File: src/rtl/core_bus_pkg.sv
// Shared types and default memory map for the core bus controller.
package core_bus_pkg;

    localparam int unsigned DEF_RAM_SIZE = 32'h0001_0000;
    localparam int unsigned DEF_VID_BASE = 32'h000B_8000;
    localparam int unsigned DEF_VID_SIZE = 32'h0000_1000;

    typedef enum logic [1:0] {
        REG_RAM,
        REG_VID,
        REG_SDR
    } region_e;

    typedef enum logic [1:0] {
        ST_IDLE,
        ST_MEM_WAIT,
        ST_SDR_REQ,
        ST_DONE
    } bus_state_e;

endpackage

File: src/rtl/lock_enable_gen.sv
// Core clock enable qualified by LOCK_DELAY consecutive cycles of PLL lock.
module lock_enable_gen #(
    parameter int unsigned LOCK_DELAY = 16
) (
    input  logic clock,
    input  logic reset_n,
    input  logic locked_i,
    output logic enable_o
);

    localparam int unsigned      CNT_W   = $clog2(LOCK_DELAY + 1);
    localparam logic [CNT_W-1:0] CNT_MAX = CNT_W'(LOCK_DELAY);
    localparam logic [CNT_W-1:0] CNT_PRE = CNT_W'(LOCK_DELAY - 1);

    logic [CNT_W-1:0] cnt_q, cnt_d;
    logic             enable_q, enable_d;

    // Saturating run-length of locked; enable rises on the edge the run reaches LOCK_DELAY.
    always_comb begin
        cnt_d    = '0;
        enable_d = 1'b0;
        if (locked_i) begin
            cnt_d    = (cnt_q == CNT_MAX) ? cnt_q : cnt_q + CNT_W'(1);
            enable_d = (cnt_q >= CNT_PRE);
        end
    end

    always_ff @(posedge clock or negedge reset_n) begin
        if (!reset_n) begin
            cnt_q    <= '0;
            enable_q <= 1'b0;
        end else begin
            cnt_q    <= cnt_d;
            enable_q <= enable_d;
        end
    end

    assign enable_o = enable_q;

endmodule

File: src/rtl/core_bus_ctrl.sv
// Memory-bus controller: lock-qualified core enable, region decode, wait states,
// SDRAM req/ack handshake with timeout and sticky error flag.
module core_bus_ctrl
    import core_bus_pkg::*;
#(
    parameter int unsigned ADDR_W     = 20,
    parameter int unsigned DATA_W     = 8,
    parameter int unsigned RAM_SIZE   = DEF_RAM_SIZE,
    parameter int unsigned VID_BASE   = DEF_VID_BASE,
    parameter int unsigned VID_SIZE   = DEF_VID_SIZE,
    parameter int unsigned RAM_LAT    = 1,
    parameter int unsigned LOCK_DELAY = 16,
    parameter int unsigned SDR_TMO    = 255
) (
    input  logic                          clock,
    input  logic                          reset_n,
    input  logic                          locked,
    output logic                          cpu_enable,
    input  logic                          cpu_req,
    input  logic                          cpu_wren,
    input  logic [ADDR_W-1:0]             cpu_address,
    input  logic [DATA_W-1:0]             cpu_out,
    output logic [DATA_W-1:0]             cpu_data,
    output logic                          cpu_ready,
    output logic                          bus_error,
    output logic [$clog2(RAM_SIZE)-1:0]   ram_address,
    output logic [DATA_W-1:0]             ram_wdata,
    output logic                          ram_wren,
    input  logic [DATA_W-1:0]             ram_rdata,
    output logic [$clog2(VID_SIZE)-1:0]   vid_address,
    output logic [DATA_W-1:0]             vid_wdata,
    output logic                          vid_wren,
    input  logic [DATA_W-1:0]             vid_rdata,
    output logic                          sdram_req,
    output logic                          sdram_we,
    output logic [ADDR_W-1:0]             sdram_addr,
    output logic [DATA_W-1:0]             sdram_wdata,
    input  logic                          sdram_ack,
    input  logic [DATA_W-1:0]             sdram_rdata
);

    localparam int unsigned       RAM_AW   = $clog2(RAM_SIZE);
    localparam int unsigned       VID_AW   = $clog2(VID_SIZE);
    localparam int unsigned       LAT_W    = $clog2(RAM_LAT + 1);
    localparam int unsigned       TMO_W    = $clog2(SDR_TMO + 1);
    localparam logic [ADDR_W-1:0] RAM_LIM  = ADDR_W'(RAM_SIZE);
    localparam logic [ADDR_W-1:0] VID_LO   = ADDR_W'(VID_BASE);
    localparam logic [ADDR_W-1:0] VID_HI   = ADDR_W'(VID_BASE + VID_SIZE);
    localparam logic [TMO_W-1:0]  TMO_LAST = TMO_W'(SDR_TMO - 1);

    bus_state_e          state_q, state_d;
    region_e             region_q, region_d, region_c;
    logic [LAT_W-1:0]    lat_q, lat_d;
    logic [TMO_W-1:0]    tmo_q, tmo_d;
    logic [DATA_W-1:0]   cpu_data_q, cpu_data_d;
    logic                cpu_ready_q, cpu_ready_d;
    logic                bus_error_q, bus_error_d;
    logic [RAM_AW-1:0]   ram_address_q, ram_address_d;
    logic [DATA_W-1:0]   ram_wdata_q, ram_wdata_d;
    logic                ram_wren_q, ram_wren_d;
    logic [VID_AW-1:0]   vid_address_q, vid_address_d;
    logic [DATA_W-1:0]   vid_wdata_q, vid_wdata_d;
    logic                vid_wren_q, vid_wren_d;
    logic                sdram_req_q, sdram_req_d;
    logic                sdram_we_q, sdram_we_d;
    logic [ADDR_W-1:0]   sdram_addr_q, sdram_addr_d;
    logic [DATA_W-1:0]   sdram_wdata_q, sdram_wdata_d;
    logic [VID_AW-1:0]   vid_off_c;

    lock_enable_gen #(
        .LOCK_DELAY (LOCK_DELAY)
    ) u_lock_enable (
        .clock    (clock),
        .reset_n  (reset_n),
        .locked_i (locked),
        .enable_o (cpu_enable)
    );

    // Region decode: VRAM wins over BRAM, everything else is SDRAM.
    always_comb begin
        vid_off_c = cpu_address[VID_AW-1:0] - VID_LO[VID_AW-1:0];
        if (cpu_address >= VID_LO && cpu_address < VID_HI) begin
            region_c = REG_VID;
        end else if (cpu_address < RAM_LIM) begin
            region_c = REG_RAM;
        end else begin
            region_c = REG_SDR;
        end
    end

    always_comb begin
        state_d       = state_q;
        region_d      = region_q;
        lat_d         = lat_q;
        tmo_d         = tmo_q;
        cpu_data_d    = cpu_data_q;
        cpu_ready_d   = 1'b0;
        bus_error_d   = bus_error_q;
        ram_address_d = ram_address_q;
        ram_wdata_d   = ram_wdata_q;
        ram_wren_d    = 1'b0;
        vid_address_d = vid_address_q;
        vid_wdata_d   = vid_wdata_q;
        vid_wren_d    = 1'b0;
        sdram_req_d   = 1'b0;
        sdram_we_d    = sdram_we_q;
        sdram_addr_d  = sdram_addr_q;
        sdram_wdata_d = sdram_wdata_q;

        // Loss of lock abandons any access in flight without a completion strobe.
        if (!locked) begin
            state_d = ST_IDLE;
        end else begin
            case (state_q)
                ST_IDLE: begin
                    if (cpu_enable && cpu_req) begin
                        region_d = region_c;
                        case (region_c)
                            REG_RAM: begin
                                ram_address_d = cpu_address[RAM_AW-1:0];
                                ram_wdata_d   = cpu_out;
                                ram_wren_d    = cpu_wren;
                            end
                            REG_VID: begin
                                vid_address_d = vid_off_c;
                                vid_wdata_d   = cpu_out;
                                vid_wren_d    = cpu_wren;
                            end
                            default: begin
                                sdram_addr_d  = cpu_address;
                                sdram_wdata_d = cpu_out;
                                sdram_we_d    = cpu_wren;
                                sdram_req_d   = 1'b1;
                            end
                        endcase
                        if (region_c == REG_SDR) begin
                            state_d = ST_SDR_REQ;
                            tmo_d   = '0;
                        end else if (cpu_wren) begin
                            state_d     = ST_DONE;
                            cpu_ready_d = 1'b1;
                        end else begin
                            state_d = ST_MEM_WAIT;
                            lat_d   = LAT_W'(RAM_LAT);
                        end
                    end
                end
                ST_MEM_WAIT: begin
                    if (lat_q == '0) begin
                        cpu_data_d  = (region_q == REG_VID) ? vid_rdata : ram_rdata;
                        cpu_ready_d = 1'b1;
                        state_d     = ST_DONE;
                    end else begin
                        lat_d = lat_q - LAT_W'(1);
                    end
                end
                ST_SDR_REQ: begin
                    // An ack in the final timeout cycle still counts as a normal completion.
                    if (sdram_ack) begin
                        if (!sdram_we_q) begin
                            cpu_data_d = sdram_rdata;
                        end
                        cpu_ready_d = 1'b1;
                        state_d     = ST_DONE;
                    end else if (tmo_q == TMO_LAST) begin
                        if (!sdram_we_q) begin
                            cpu_data_d = '1;
                        end
                        bus_error_d = 1'b1;
                        cpu_ready_d = 1'b1;
                        state_d     = ST_DONE;
                    end else begin
                        sdram_req_d = 1'b1;
                        tmo_d       = tmo_q + TMO_W'(1);
                    end
                end
                ST_DONE: begin
                    state_d = ST_IDLE;
                end
                default: begin
                    state_d = ST_IDLE;
                end
            endcase
        end
    end

    always_ff @(posedge clock or negedge reset_n) begin
        if (!reset_n) begin
            state_q       <= ST_IDLE;
            region_q      <= REG_RAM;
            lat_q         <= '0;
            tmo_q         <= '0;
            cpu_data_q    <= '0;
            cpu_ready_q   <= 1'b0;
            bus_error_q   <= 1'b0;
            ram_address_q <= '0;
            ram_wdata_q   <= '0;
            ram_wren_q    <= 1'b0;
            vid_address_q <= '0;
            vid_wdata_q   <= '0;
            vid_wren_q    <= 1'b0;
            sdram_req_q   <= 1'b0;
            sdram_we_q    <= 1'b0;
            sdram_addr_q  <= '0;
            sdram_wdata_q <= '0;
        end else begin
            state_q       <= state_d;
            region_q      <= region_d;
            lat_q         <= lat_d;
            tmo_q         <= tmo_d;
            cpu_data_q    <= cpu_data_d;
            cpu_ready_q   <= cpu_ready_d;
            bus_error_q   <= bus_error_d;
            ram_address_q <= ram_address_d;
            ram_wdata_q   <= ram_wdata_d;
            ram_wren_q    <= ram_wren_d;
            vid_address_q <= vid_address_d;
            vid_wdata_q   <= vid_wdata_d;
            vid_wren_q    <= vid_wren_d;
            sdram_req_q   <= sdram_req_d;
            sdram_we_q    <= sdram_we_d;
            sdram_addr_q  <= sdram_addr_d;
            sdram_wdata_q <= sdram_wdata_d;
        end
    end

    assign cpu_data    = cpu_data_q;
    assign cpu_ready   = cpu_ready_q;
    assign bus_error   = bus_error_q;
    assign ram_address = ram_address_q;
    assign ram_wdata   = ram_wdata_q;
    assign ram_wren    = ram_wren_q;
    assign vid_address = vid_address_q;
    assign vid_wdata   = vid_wdata_q;
    assign vid_wren    = vid_wren_q;
    assign sdram_req   = sdram_req_q;
    assign sdram_we    = sdram_we_q;
    assign sdram_addr  = sdram_addr_q;
    assign sdram_wdata = sdram_wdata_q;

endmodule

File: config.mk
export PLATFORM = sky130hd
export DESIGN_NAME = core_bus_ctrl
export DESIGN_NICKNAME = d
export VERILOG_FILES = /design/src/rtl/core_bus_pkg.sv /design/src/rtl/lock_enable_gen.sv /design/src/rtl/core_bus_ctrl.sv
export SDC_FILE = /design/constraint.sdc
export NUM_CORES = 1
export LEC_CHECK = 0
export CAP_MARGIN = 20
export CORE_UTILIZATION = 35
export DETAILED_ROUTE_END_ITERATION = 8
export PLACE_DENSITY_LB_ADDON = 0.2
export SLEW_MARGIN = 20
export SYNTH_ARGS = -nofsm -noshare
export SYNTH_HDL_FRONTEND = slang
export SYNTH_HIERARCHICAL = 1
export SYNTH_SLANG_ARGS = --single-unit
export TNS_END_PERCENT = 20
File: constraint.sdc
create_clock -name clock -period 1.7 [get_ports clock]
set_input_delay 0.425 -clock clock [delete_from_list [all_inputs] [get_ports clock]]
set_output_delay 0.425 -clock clock [all_outputs]
set_load 0.1 [all_outputs]
==> results.py <==
metrics = {
    "status": {
        "status": "finished with violations",
        "violations": "negative setup slack",
    },
    "cts": {
        "cts.path.max_buffers": 2,
        "clk_pin_slew_ns": 0.07,
        "clock-root-buffer": "clkbuf_16",
        "cts_tree": "yes",
        "cts_buffers": 9,
        "clkSinkCount": 105,
        "clk_latency_ns": 0.35,
        "htreeDepth": 3,
    },
    "setup_path": {
        "crit_type": "reg2reg",
        "rr_startpoint": "state_q[1]",
        "cp.required_ns": 1.93,
        "cp_max_fo": 5,
        "startpoint": "state_q[1]",
        "crit_arrival_ns": 2.05,
        "r2r_slack_ns": -0.11,
        "end_kind": "register",
        "start_kind": "register",
    },
    "synthesis": {
        "syn_avg_cell_area_um2": 11.5,
        "ys.flop_type": "dfrtp_1",
        "async_flop_share_pct": 100,
        "synth_edf_count": 0,
        "synth_cell_type_count": 59,
        "synth_top_area_share_pct": 55.3,
        "syn-cell-area_um2": 4750,
        "synth_seq_area_share_pct": 55.3,
        "synthCells": 415,
        "syn_nets": 482,
        "ys_warn_count": 6,
        "synth.ff_latch_count": 105,
        "synth_area_leaders": "dfrtp_1 55%, mux2_2 13%, nand2_1 7.9%",
        "yosysTopAreaCell": "dfrtp_1",
    },
    "die": {
        "die_y_um": 119,
        "fp.dieArea_um2": 14000,
        "rows": 42,
        "die_w_um": 119,
        "ios": 145,
        "core-area_um2": 13200,
        "initial_core_util_pct": 35.9,
    },
    "timing": {
        "worst_slew_pin_slew_ns": 0.350,
        "setup_viol": 50,
        "relSlewSlack_pct": 76.7,
        "fmax_ghz": 0.552,
        "drv_slew": 0,
        "finalSetupTns_ns": -2.80,
        "final-hold-violation-count": 0,
        "clock_skew_ns": 0.00506,
        "rsz0062_at_grt": "true",
        "fin_ws_ns": -0.111,
        "period_minus_slack_ns": 1.81,
        "final.period_utilization_pct": 107,
    },
    "grt": {
        "grt_pass1_vias": 4159,
        "antenna_found_initial": 1,
        "grt_first_pass_wirelength_um": 21800,
        "overflow": 0,
        "grt_start_max_net_pins": 62,
        "track_usage_pct": 20.0,
    },
    "power": {
        "leakagePower_nw": 3.95,
        "peakVddDrop_v": 0.000603,
        "power.density_nw_per_um2": 951,
    },
    "drt": {
        "vias_per_cell": 4.89,
        "drtIter0Drc": 154,
        "wl_per_cell_um": 16.9,
        "first_pass_iters": 4,
        "finalWirelength_um": 13400,
        "drcViolationCount": 0,
        "ant_nets": 0,
        "vias": 3875,
    },
    "placed_design": {
        "dp_cells": 761,
        "dpl_worst_slack_ns": -0.737,
        "place_hpwl_um": 9370,
        "gp_congestion": 0.872,
        "io_buffers": 144,
    },
    "cells_and_area": {
        "finalNetCount": 680,
        "diodes": 0,
        "final_cell_mix": "103 x dfrtp_1, 100 x nand2_1, 94 x buf_12, 48 x clkdlybuf4s50_1, 41 x buf_4",
        "fillers": 1021,
        "drive_above_1_share_pct": 41.3,
        "stdcell_count": 793,
        "layout_commonest_cell": "dfrtp_1",
        "area_delta_synth_final_pct": 75.6,
    },
    "min_path": {
        "hp-class": "in2reg",
        "hold_path.startpoint": "cpu_address[13]",
    },
    "flow_run": {
        "maxCapViolCount": 0,
    },
}
==> power breakdown <==
group	switching, mW	total (mW)	internal, mW
logic	1.75	2.90	1.15
clock network	0.921	2.10	1.18
registers	0.227	2.94	2.71
==> layer usage <==
layer	routed length (um)	global-route usage, %
met3	918	5.84
met1	5470	23.9
met2	6760	33.4
met4	268	8.31
met5	11	0
==> Yosys cell counts, drive strengths merged, types with 2 or more instances <==
| cell type | count |
|---|---|
| o21ai | 6 |
| a21o | 2 |
| nand2 | 100 |
| nor2b | 4 |
| dfrtp | 105 |
| nand2b | 5 |
| mux2i | 11 |
| a211oi | 3 |
| clkbuf | 11 |
| inv | 17 |
| and3 | 3 |
| nand3 | 5 |
| nand4 | 4 |
| buf | 8 |
| a21boi | 3 |
| o22a | 3 |
| o21a | 2 |
| a211o | 2 |
| and4 | 2 |
| and2 | 3 |
| a2111oi | 4 |
| nor2 | 5 |
| o22ai | 8 |
| mux2 | 54 |
| a21oi | 6 |
| ha | 9 |
| nand4b | 2 |
| o211ai | 3 |
| nand3b | 3 |
==> cells by family after synthesis <==
logic type | count (synthesis) | synth area share (%)
flops | 105 | 55.3
simple gates | 144 | 14.3
fa+ha+maj | 9 | 2.37
xor+xnor | 1 | 0.184
mux | 65 | 15.1
buf+inv | 36 | 3.61
compound gates | 55 | 9.08
==> path summary, 6_finish.rpt <==
| check | endpoint | depth (start not counted) |
|---|---|---|
| min reg2reg | region_q[0] | 1 |
| max reg2reg | vid_wdata[2] | 8 |
| min | sdram_addr[13] | 3 |
| max in group asynchronous | vid_address[0] | 3 |
| min in group asynchronous | u_lock_enable/cnt_q[2] | 2 |
| max | vid_wdata[2] | 8 |
==> flip-flops by register name, summed over array words and instances (netlist names) <==
register                flops
bus_error                   1
cpu_data                    8
cpu_ready                   1
lat_q                       1
ram_address                16
ram_wdata                   8
ram_wren                    1
region_q                    2
sdram_addr                 20
sdram_req                   1
sdram_wdata                 8
sdram_we                    1
state_q                     2
tmo_q                       8
u_lock_enable/cnt_q         5
u_lock_enable/enable_o      1
vid_address                12
vid_wdata                   8
vid_wren                    1
==> cell type report <==
cell class	count	area, um^2	area share, %
clock inverter	4	53.8	0.645
multi-input combinational	274	2220	26.5
tap	176	220	2.64
timing repair buffer	206	2920	35.0
clock buffer	11	243	2.91
sequential	105	2630	31.5
inverter	17	63.8	0.765
==> worst max-delay path: stages (launching register included) <==
cell and delay, ns:
dfrtp_2 0.42, inv_2 0.08, ha_4 0.16, nand4_1 0.11, buf_6 0.16, nor3_4 0.15, buf_12 0.15, buf_8 0.13
mux2_2 0.33
==> per-stage QoR <==
step / hold WS [ns] / utilization, % / cell area (um^2) / total power [mW]
6_report: 0.277 / 63.0 / 8350 / 7.94
5_1_grt: 0.292 / 63.0 / 8350 / 8.22
4_1_cts: 0.257 / 62.2 / 8240 / 7.97
3_5_place_dp: 0.310 / 57.4 / 7600 / 5.80
3_3_place_gp: 0.313 / 57.4 / 7600 / 5.76
2_1_floorplan: 0.129 / - / 4800 / 4.50
==> timing repair <==
item	4_1_cts	5_1_grt
setup endpoints to repair	97	66
hold buffers	1	0
gates resized for setup	98	23
pin swaps	14	12
hold endpoints to repair	14	0
setup buffers	9	5
cloned	3	0
(Power assumes the default switching activity.)
